File: config.mk
export PLATFORM = sky130hd
export DESIGN_NAME = stage_mem
export DESIGN_NICKNAME = d
export VERILOG_FILES = /design/src/rtl/stage_mem_pkg.sv /design/src/rtl/stage_mem_align.sv /design/src/rtl/stage_mem.sv
export SDC_FILE = /design/constraint.sdc
export NUM_CORES = 1
export LEC_CHECK = 0
export BUFFER_PORTS_ARGS = -buffer_cell sky130_fd_sc_hd__buf_2
export CORE_MARGIN = 10
export CORE_UTILIZATION = 47
export CTS_CLUSTER_SIZE = 28
export DETAILED_ROUTE_END_ITERATION = 16
export PLACE_DENSITY = 0.76
export SLEW_MARGIN = 20
export SYNTH_ARGS = -nofsm -noshare
export SYNTH_HDL_FRONTEND = slang
export SYNTH_HIERARCHICAL = 1
export SYNTH_SLANG_ARGS = --single-unit
File: constraint.sdc
create_clock -name clk -period 6.9 [get_ports clk]
set_clock_uncertainty 0.2 [all_clocks]
set_input_delay 0 -clock clk [delete_from_list [all_inputs] [get_ports clk]]
set_output_delay 0 -clock clk [all_outputs]
set_load 0.01 [all_outputs]
File: src/rtl/stage_mem_pkg.sv
// Shared types for the memory-access stage: FSM states, access sizes
// and the data-bus / write-back bundles.
package stage_mem_pkg;

   localparam int XLEN = 64;

   typedef enum logic [1:0] {
      IDLE,
      REQ,
      WAIT
   } mem_state_t;

   localparam logic [1:0] SZ_B = 2'd0;
   localparam logic [1:0] SZ_H = 2'd1;
   localparam logic [1:0] SZ_W = 2'd2;
   localparam logic [1:0] SZ_D = 2'd3;

   typedef struct packed {
      logic [XLEN-1:0] addr;
      logic            write;
      logic [7:0]      wstrb;
      logic [XLEN-1:0] wdata;
   } dbus_req;

   typedef struct packed {
      logic            valid;
      logic [XLEN-1:0] result;
      logic            misalign;
   } mem2wb;

   function automatic logic [7:0] size_mask(input logic [1:0] size);
      logic [7:0] m;
      unique case (size)
         SZ_B:    m = 8'h01;
         SZ_H:    m = 8'h03;
         SZ_W:    m = 8'h0f;
         default: m = 8'hff;
      endcase
      return m;
   endfunction

endpackage

File: src/rtl/stage_mem_align.sv
// Combinational lane logic: misalignment check on the incoming access,
// store lane shift/strobes and load shift/extension on the captured one.
module mem_align
   import stage_mem_pkg::*;
(
   input  logic [2:0]      chk_addr,
   input  logic [1:0]      chk_size,
   input  logic [2:0]      fmt_addr,
   input  logic [2:0]      fmt_funct3,
   input  logic            fmt_write,
   input  logic [XLEN-1:0] wdata,
   input  logic [XLEN-1:0] rdata,
   output logic            misalign,
   output logic [7:0]      lane_wstrb,
   output logic [XLEN-1:0] lane_wdata,
   output logic [XLEN-1:0] load_data
);

   logic [XLEN-1:0] shifted;
   logic            sx;

   always_comb begin
      unique case (chk_size)
         SZ_B:    misalign = 1'b0;
         SZ_H:    misalign = chk_addr[0];
         SZ_W:    misalign = |chk_addr[1:0];
         default: misalign = |chk_addr;
      endcase
   end

   assign lane_wdata = wdata << {fmt_addr, 3'b000};
   assign lane_wstrb = fmt_write ?
                       (size_mask(fmt_funct3[1:0]) << fmt_addr) : 8'h00;

   assign shifted = rdata >> {fmt_addr, 3'b000};
   assign sx      = ~fmt_funct3[2];

   always_comb begin
      unique case (fmt_funct3[1:0])
         SZ_B:    load_data = {{56{sx & shifted[7]}}, shifted[7:0]};
         SZ_H:    load_data = {{48{sx & shifted[15]}}, shifted[15:0]};
         SZ_W:    load_data = {{32{sx & shifted[31]}}, shifted[31:0]};
         default: load_data = shifted;
      endcase
   end

endmodule

File: src/rtl/stage_mem.sv
// Memory-access stage: one load/store per instruction over a valid/ready
// data bus, with a registered write-back result and back-pressure.
module stage_mem
   import stage_mem_pkg::*;
(
   input  logic            clk,
   input  logic            rst,
   input  logic            mem_flush,
   input  logic            in_valid,
   input  logic            in_mem_en,
   input  logic            in_mem_write,
   input  logic [2:0]      in_funct3,
   input  logic [XLEN-1:0] in_addr,
   input  logic [XLEN-1:0] in_wdata,
   input  logic [XLEN-1:0] in_alu_out,
   output logic            mem_ready,
   output logic            req_valid,
   input  logic            req_ready,
   output logic [XLEN-1:0] req_addr,
   output logic            req_write,
   output logic [7:0]      req_wstrb,
   output logic [XLEN-1:0] req_wdata,
   input  logic            resp_valid,
   input  logic [XLEN-1:0] resp_rdata,
   output logic            out_valid,
   output logic [XLEN-1:0] out_result,
   output logic            out_misalign
);

   mem_state_t      state_q, state_d;
   logic            kill_q, kill_d;
   logic            cap_en;
   logic [XLEN-1:0] cap_addr;
   logic [XLEN-1:0] cap_wdata;
   logic [2:0]      cap_funct3;
   logic            cap_write;
   mem2wb           wb_q, wb_d;
   dbus_req         req;

   logic            in_misalign;
   logic [7:0]      lane_wstrb;
   logic [XLEN-1:0] lane_wdata;
   logic [XLEN-1:0] load_data;

   mem_align u_align (
      .chk_addr   (in_addr[2:0]),
      .chk_size   (in_funct3[1:0]),
      .fmt_addr   (cap_addr[2:0]),
      .fmt_funct3 (cap_funct3),
      .fmt_write  (cap_write),
      .wdata      (cap_wdata),
      .rdata      (resp_rdata),
      .misalign   (in_misalign),
      .lane_wstrb (lane_wstrb),
      .lane_wdata (lane_wdata),
      .load_data  (load_data)
   );

   always_ff @(posedge clk or posedge rst) begin
      if (rst) begin
         state_q <= IDLE;
         kill_q  <= 1'b0;
      end else begin
         state_q <= state_d;
         kill_q  <= kill_d;
      end
   end

   always_comb begin
      state_d   = state_q;
      kill_d    = kill_q;
      mem_ready = 1'b1;
      req_valid = 1'b0;
      cap_en    = 1'b0;
      wb_d      = '0;
      unique case (state_q)
         IDLE: begin
            kill_d = 1'b0;
            if (in_valid && !mem_flush) begin
               if (!in_mem_en) begin
                  wb_d.valid  = 1'b1;
                  wb_d.result = in_alu_out;
               end else if (in_misalign) begin
                  wb_d.valid    = 1'b1;
                  wb_d.result   = in_addr;
                  wb_d.misalign = 1'b1;
               end else begin
                  mem_ready = 1'b0;
                  cap_en    = 1'b1;
                  state_d   = REQ;
               end
            end
         end
         REQ: begin
            mem_ready = 1'b0;
            req_valid = 1'b1;
            if (mem_flush) kill_d = 1'b1;
            if (req_ready) state_d = WAIT;
         end
         WAIT: begin
            mem_ready = resp_valid;
            if (mem_flush) kill_d = 1'b1;
            // A killed transaction still drains its response, then drops it.
            if (resp_valid) begin
               state_d = IDLE;
               kill_d  = 1'b0;
               if (!(kill_q || mem_flush)) begin
                  wb_d.valid  = 1'b1;
                  wb_d.result = cap_write ? '0 : load_data;
               end
            end
         end
         default: state_d = IDLE;
      endcase
   end

   always_ff @(posedge clk or posedge rst) begin
      if (rst) begin
         cap_addr   <= '0;
         cap_wdata  <= '0;
         cap_funct3 <= '0;
         cap_write  <= 1'b0;
      end else if (cap_en) begin
         cap_addr   <= in_addr;
         cap_wdata  <= in_wdata;
         cap_funct3 <= in_funct3;
         cap_write  <= in_mem_write;
      end
   end

   always_ff @(posedge clk or posedge rst) begin
      if (rst) wb_q <= '0;
      else     wb_q <= wb_d;
   end

   always_comb begin
      req       = '0;
      req.addr  = {cap_addr[XLEN-1:3], 3'b000};
      req.write = cap_write;
      req.wstrb = lane_wstrb;
      req.wdata = lane_wdata;
   end

   assign req_addr     = req.addr;
   assign req_write    = req.write;
   assign req_wstrb    = req.wstrb;
   assign req_wdata    = req.wdata;
   assign out_valid    = wb_q.valid;
   assign out_result   = wb_q.result;
   assign out_misalign = wb_q.misalign;

endmodule

# --- Yosys cells after proc, flatten, opt, wreduce, memory -nomap -nowiden ---
# Cells that the tools add are included.
totals:
  ff_bits: 201
  rom_bits: 0
  ramBits: 0
  in_bits: 267
  n_memories: 0
  output_inout_bits: 205
  wordCells: 68
  latchBits: 0
op_classes:
  n_mul: 0
  div: 0
  n_eq_ne: 11
  order_cmp: 0
  reduce_logical: 10
  n_bitwise: 4
  n_mux: 31
  n_shift: 3
  addsub: 0
op_table:
  columns: ["op", "n"]
  rows:
  - ["two-way mux 65 bit", 3]
  - ["case mux 64 bit (3 select lines)", 1]
  - ["two-way mux 66 bit", 2]
  - ["case mux 65 bit (2 select lines)", 1]
  - ["two-way mux 64 bit", 1]
  - ["<< shifter 64 x 6 -> 64 bit", 1]
  - [">> shifter 64 x 6 -> 64 bit", 1]
  - ["case mux 8 bit (3 select lines)", 1]
  - ["two-way mux 1 bit", 12]
  - ["two-way mux 2 bit", 5]
  - ["!= test 2 bit (second input constant)", 5]
  - ["case mux 1 bit (3 select lines)", 3]
  - ["two-way mux 8 bit", 1]
  - ["<< shifter 8 x 3 -> 8 bit", 1]
  - ["== test 2 x 1 -> 1 bit (second input constant)", 3]
  - ["== test 2 bit (second input constant)", 3]
  - ["zero test 2 bit", 3]
  - ["case mux 2 bit (3 select lines)", 1]
  - ["AND reduction 5 bit", 1]
  - ["bitwise AND 1 bit", 3]
  - ["nonzero test 3 bit", 1]
  - ["OR reduction 3 bit", 1]
  - ["OR reduction 2 bit", 1]
  - ["logical AND 1 bit", 1]
  - ["other kinds (3)", 3]

# --- Logic depth before layout (Yosys ltp) ---
depth:
  word_depth: 7
  ltp_mapped: 10
  ltp_nobuf: 5

# --- Hierarchy ---
# The synthesis kept the hierarchy.
modules_own_cells:
  columns: ["module", "seq_area_each_um2", "area_each_um2", "cells_per_inst", "instances"]
  rows:
  - ["stage_mem", 5029.8, 8841.0, 666, 1]
  - ["mem_align", 0.0, 4139.0, 577, 1]

# --- Worst setup path before layout ---
# OpenSTA, ideal clock, no wires.
synth_path:
  path_kind: "register -> register"
  start: "register cap_addr[0]"
  end: "register wb_q, in the netlist out_result[60]"
  path_slack_ns: 4.757
  path_buffers: 3
  t_required_ns: 6.570
  period_less_slack_ns: 2.143
  arrival_ns: 1.814
  setup_ns: 0.130
  path_stages_with_launch: 9
  cell_sequence: "dfrtp_1 buf_6 mux2_2 mux4_2 nand3_2 buf_6 buf_6 nand4_1 o2bb2ai_1"
synth_lines:
  columns: ["item", "line", "source"]
  rows:
  - ["from (decl)", "stage_mem.sv:33", "logic [XLEN-1:0] cap_addr;"]
  - ["from (signal assigned)", "stage_mem.sv:124", "cap_addr <= in_addr;"]
  - ["to (signal assigned)", "stage_mem.sv:133", "else wb_q <= wb_d;"]
  - ["to (decl)", "stage_mem.sv:37", "mem2wb wb_q, wb_d;"]

==> flow_summary.html <==
<table>
<tr><th>Metric</th><th>Value</th></tr>
<tr><th colspan="2">Status</th></tr>
<tr><td>Result of the run</td><td>completed</td></tr>
<tr><th colspan="2">Place</th></tr>
<tr><td>Port bufs</td><td>about 470</td></tr>
<tr><td>Pre-CTS worst setup slack</td><td>3.47 ns</td></tr>
<tr><td>Final GP Congestion</td><td>roughly 0.96</td></tr>
<tr><td>Detailed Place HPWL</td><td>between 30000 and 40000 um</td></tr>
<tr><th colspan="2">Power</th></tr>
<tr><td>Peak ir drop on the vdd network</td><td>around 0.00034 V</td></tr>
<tr><td>Leakage power</td><td>around 9 nW</td></tr>
<tr><td>Total Power Consumption</td><td>between 7 and 8 mW</td></tr>
<tr><td>Power density over the cells</td><td>around 420 nW/um2</td></tr>
<tr><th colspan="2">Synthesis</th></tr>
<tr><td>Fraction of post-synthesis cell area in the top cell type by area</td><td>0.388</td></tr>
<tr><td>Number of cells produced by synthesis</td><td>around 1200</td></tr>
<tr><td>Cell with the most instances after synthesis</td><td>sky130_fd_sc_hd__dfrtp_1</td></tr>
<tr><td>Cell accounting for the most synthesized area</td><td>sky130_fd_sc_hd__dfrtp_1</td></tr>
<tr><td>Post-synthesis cell type count</td><td>52</td></tr>
<tr><td>Proportion of synthesized chip area in sequential cells</td><td>0.388</td></tr>
<tr><td>Main synth FF type</td><td>sky130_fd_sc_hd__dfrtp_1</td></tr>
<tr><td>Leading cell types by count after synthesis</td><td>sky130_fd_sc_hd__dfrtp_1, sky130_fd_sc_hd__nor2b_1, sky130_fd_sc_hd__mux2i_1</td></tr>
<tr><td>Share of synthesized registers carrying an async set or reset</td><td>1.00</td></tr>
<tr><td>Synthesis warning total</td><td>6</td></tr>
<tr><td>EDFF count, synth</td><td>0</td></tr>
<tr><td>Post-synthesis instance area</td><td>about 13000 um2</td></tr>
<tr><td>Top cells by area in the synthesized netlist</td><td>sky130_fd_sc_hd__dfrtp_1, sky130_fd_sc_hd__mux2_1, sky130_fd_sc_hd__mux2i_1, sky130_fd_sc_hd__mux2_2, sky130_fd_sc_hd__o2bb2ai_1</td></tr>
<tr><td>Average size of a mapped cell</td><td>10.4 um2</td></tr>
<tr><td>Synth Register Bits</td><td>around 200</td></tr>
<tr><th colspan="2">Global route</th></tr>
<tr><td>Global-route met1 utilization</td><td>0.356</td></tr>
<tr><td>GRT Util Overall</td><td>0.330</td></tr>
<tr><td>GR Util met3</td><td>0.0856</td></tr>
<tr><td>Busiest layer in global routing</td><td>met2</td></tr>
<tr><td>First-pass GRT wire length</td><td>around 87000 um</td></tr>
<tr><td>Number of antenna violations at the first check in global routing</td><td>37</td></tr>
<tr><td>Largest net degree at the start of global routing</td><td>between 100 and 150</td></tr>
<tr><td>Vias in the first global route</td><td>roughly 14000</td></tr>
<tr><td>Met2 capacity usage during global routing</td><td>0.556</td></tr>
<tr><td>Remaining Overflow, GRT</td><td>0</td></tr>
<tr><th colspan="2">Setup path</th></tr>
<tr><td>Required @ worst endpoint</td><td>between 7 and 8 ns</td></tr>
<tr><td>Critical Setup Path Class</td><td>flip-flop to flip-flop</td></tr>
<tr><td>Worst setup slack for register-to-register paths</td><td>about 2.8 ns</td></tr>
<tr><td>Critical Path Sink Type</td><td>flip-flop</td></tr>
<tr><td>CP Max Fanout</td><td>a little under 70</td></tr>
<tr><td>Kind of launch point of the worst setup path</td><td>flip-flop</td></tr>
<tr><td>Crit path max-delay cell type</td><td>sky130_fd_sc_hd__buf_4</td></tr>
<tr><td>Worst endpoint data arrival time</td><td>approximately 4.3 ns</td></tr>
<tr><td>Chain of cells forming the critical path</td><td>buf_4 &gt; mux2_2 &gt; o22ai_1 &gt; or4_4 &gt; o211ai_1 &gt; o2bb2ai_1 &gt; dlygate4sd3_1</td></tr>
<tr><td>Crit-path max cell delay</td><td>about 0.82 ns</td></tr>
<tr><th colspan="2">STA</th></tr>
<tr><td>Accumulated negative setup slack</td><td>0 ns</td></tr>
<tr><td>Fin worst setup slack</td><td>between 2 and 3 ns</td></tr>
<tr><td>Setup violations, final</td><td>0</td></tr>
<tr><td>Tightest Pin Transition</td><td>around 1.1 ns</td></tr>
<tr><td>Worst slew margin</td><td>0.265</td></tr>
<tr><td>Number of max-slew violations in the final report</td><td>0</td></tr>
<tr><td>Min Clock Period, post-route</td><td>4.13 ns</td></tr>
<tr><td>Period Utilization, post-route</td><td>0.598</td></tr>
<tr><td>Max Fclk</td><td>around 240 MHz</td></tr>
<tr><td>Unrepaired setup endpoints after global routing</td><td>false</td></tr>
<tr><td>Total count of hold-check failures in the final report</td><td>0</td></tr>
<tr><th colspan="2">Detailed routing</th></tr>
<tr><td>DR vias</td><td>between 10000 and 15000</td></tr>
<tr><td>Total Routed Length</td><td>slightly above 60000 um</td></tr>
<tr><td>DRC Markers</td><td>0</td></tr>
<tr><td>Antenna-violating nets left</td><td>0</td></tr>
<tr><td>Number of vias per cell after detailed routing</td><td>between 5 and 6</td></tr>
<tr><td>Detailed-routing iteration count for the pre-antenna-repair pass</td><td>6</td></tr>
<tr><td>Wire length per cell</td><td>approximately 27 um</td></tr>
<tr><td>Count of routing violations after the opening detailed-route iteration</td><td>roughly 1500</td></tr>
<tr><th colspan="2">Die</th></tr>
<tr><td>Number of placement rows</td><td>60</td></tr>
<tr><td>I/O pins</td><td>roughly 470</td></tr>
<tr><td>Total die area</td><td>about 35000 um2</td></tr>
<tr><td>Starting Density</td><td>0.479</td></tr>
<tr><td>Height of the chip</td><td>about 190 um</td></tr>
<tr><td>Core region area</td><td>between 20000 and 30000 um2</td></tr>
<tr><td>Die width</td><td>~190 um</td></tr>
<tr><th colspan="2">Layout</th></tr>
<tr><td>Area delta synth-&gt;final</td><td>43.9%</td></tr>
<tr><td>Proportion of layout cells with a drive suffix above 1</td><td>0.341</td></tr>
<tr><td>Layout Nets</td><td>~2100</td></tr>
<tr><th colspan="2">Clocking</th></tr>
<tr><td>Number of buffers inserted by post-CTS setup repair</td><td>0</td></tr>
<tr><td>Clock sink count</td><td>between 200 and 250</td></tr>
<tr><td>Root buffer cell</td><td>sky130_fd_sc_hd__clkbuf_16</td></tr>
<tr><td>Buffer depth of the longest clock path</td><td>3</td></tr>
<tr><td>Clock latency on the worst-skew pair</td><td>0.52 ns</td></tr>
<tr><td>H-tree depth</td><td>1</td></tr>
<tr><td>Clock transition at the registers of the reported paths</td><td>about 0.060 ns</td></tr>
<tr><td>Inserted Clock Buffers</td><td>24</td></tr>
<tr><td>Clock tree from TritonCTS</td><td>done</td></tr>
<tr><th colspan="2">Run</th></tr>
<tr><td>Number of max-cap violations</td><td>0</td></tr>
<tr><th colspan="2">Hold path</th></tr>
<tr><td>Classification of the worst-slack hold path</td><td>primary input to flip-flop</td></tr>
</table>
[flip-flops by register name, summed over array words and instances, names as in the netlist]
register,flops
cap_addr,64
cap_wdata,64
out_result,64
cap_funct3,3
state_q,2
kill_q,1
out_misalign,1
out_valid,1
req_write,1
[metrics by stage]
step                hold slack [ns]  instances  utilization  cell area [um2]
floorplan                   -0.0871       1245            -            13000
global placement             0.0169       1916        0.547            14800
detailed placement           0.0206       1916        0.547            14800
CTS                         0.00623       2239        0.685            18600
global route                 0.0473       2275        0.689            18700
finish                       0.0318       2277        0.689            18700
[final timing paths]
| path | start | to | depth (start not counted) |
|---|---|---|---|
| max reg2reg | cap_addr[0]$_DFFE_PP0P_ | out_result[16]$_DFF_PP0_ | 7 |
| min reg2reg | cap_addr[24]$_DFFE_PP0P_ | cap_addr[24]$_DFFE_PP0P_ | 1 |
| max in group asynchronous | rst | cap_addr[0]$_DFFE_PP0P_ | 5 |
| max | cap_addr[0]$_DFFE_PP0P_ | out_result[16]$_DFF_PP0_ | 7 |
| min in group asynchronous | rst | cap_wdata[19]$_DFFE_PP0P_ | 4 |
| min | resp_rdata[13] | out_result[13]$_DFF_PP0_ | 5 |
[power breakdown]
part / internal, mW / total [mW] / switching [mW] / leakage [nW]
sequential: 1.61 / 2.12 / 0.510 / 2.58
clock: 0.991 / 1.53 / 0.542 / 0.469
combinational: 1.78 / 4.15 / 2.38 / 5.98
[placed cells by master, fill, tap and decap left out, types with 8 or more instances in the layout]
cell                              n
sky130_fd_sc_hd__nand2_1         66
sky130_fd_sc_hd__a211oi_1        12
sky130_fd_sc_hd__o21ai_0         41
sky130_fd_sc_hd__and2_1           9
sky130_fd_sc_hd__mux4_2          21
sky130_fd_sc_hd__mux2_1          80
sky130_fd_sc_hd__nor2b_1         93
sky130_fd_sc_hd__dlygate4sd3_1  280
sky130_fd_sc_hd__a31oi_1         62
sky130_fd_sc_hd__a21o_1           9
sky130_fd_sc_hd__and3_1          12
sky130_fd_sc_hd__mux2_2          78
sky130_fd_sc_hd__bufinv_16        8
sky130_fd_sc_hd__a21oi_1         35
sky130_fd_sc_hd__nand4_1         24
sky130_fd_sc_hd__diode_2         36
sky130_fd_sc_hd__mux2i_1         90
sky130_fd_sc_hd__o2111ai_1        8
sky130_fd_sc_hd__clkbuf_16       25
sky130_fd_sc_hd__o211ai_1        12
sky130_fd_sc_hd__a211o_1          8
sky130_fd_sc_hd__buf_2          467
sky130_fd_sc_hd__o2bb2ai_1       69
sky130_fd_sc_hd__o22ai_1         18
sky130_fd_sc_hd__dfrtp_1        198
sky130_fd_sc_hd__nor2_1          52
sky130_fd_sc_hd__buf_4           13
[metal layers]
metal	routed length, um	part of all wire
met1	20400	0.34
met2	28900	0.48
met3	6230	0.10
met4	5000	0.083
met5	32	0.00053
[worst max-delay path: cells and delay by family, from the launching register on]
| family | cells | cell delay, ns |
|---|---|---|
| buffers and inverters | 2 | 1.46 |
| flip-flops | 1 | 0.64 |
| multiplexers | 1 | 0.44 |
| AO/OA/AOI/OAI | 3 | 0.59 |
| AND/OR/NAND/NOR | 1 | 0.57 |
[cell families after synthesis]
logic type	Yosys count	share of synthesized area
buffers and inverters	191	0.0907
flip-flops	201	0.388
AND/OR/NAND/NOR	285	0.117
adder cells (fa/ha/maj)	7	0.00675
other	1	0.000289
multiplexers	269	0.243
AO/OA/AOI/OAI	289	0.155
[cell type report]
cell class / instances / area, um2
inverters: 9 / 41.3
multi-input cells: 853 / 6820
repair buffers: 762 / 5290
diodes: 36 / 90.1
clock inverters: 14 / 274
flip-flops and latches: 201 / 5040
fillers: 1957 / 8420
clock buffers: 30 / 674
well taps: 372 / 465
[timing repair]
item                                    CTS  global route
endpoints found under the setup margin    0             0
resized for setup                         0             0
hold buffers                            279             1
hold endpoints to repair                340            35
Note: power is estimated with default switching activity, not from simulation.
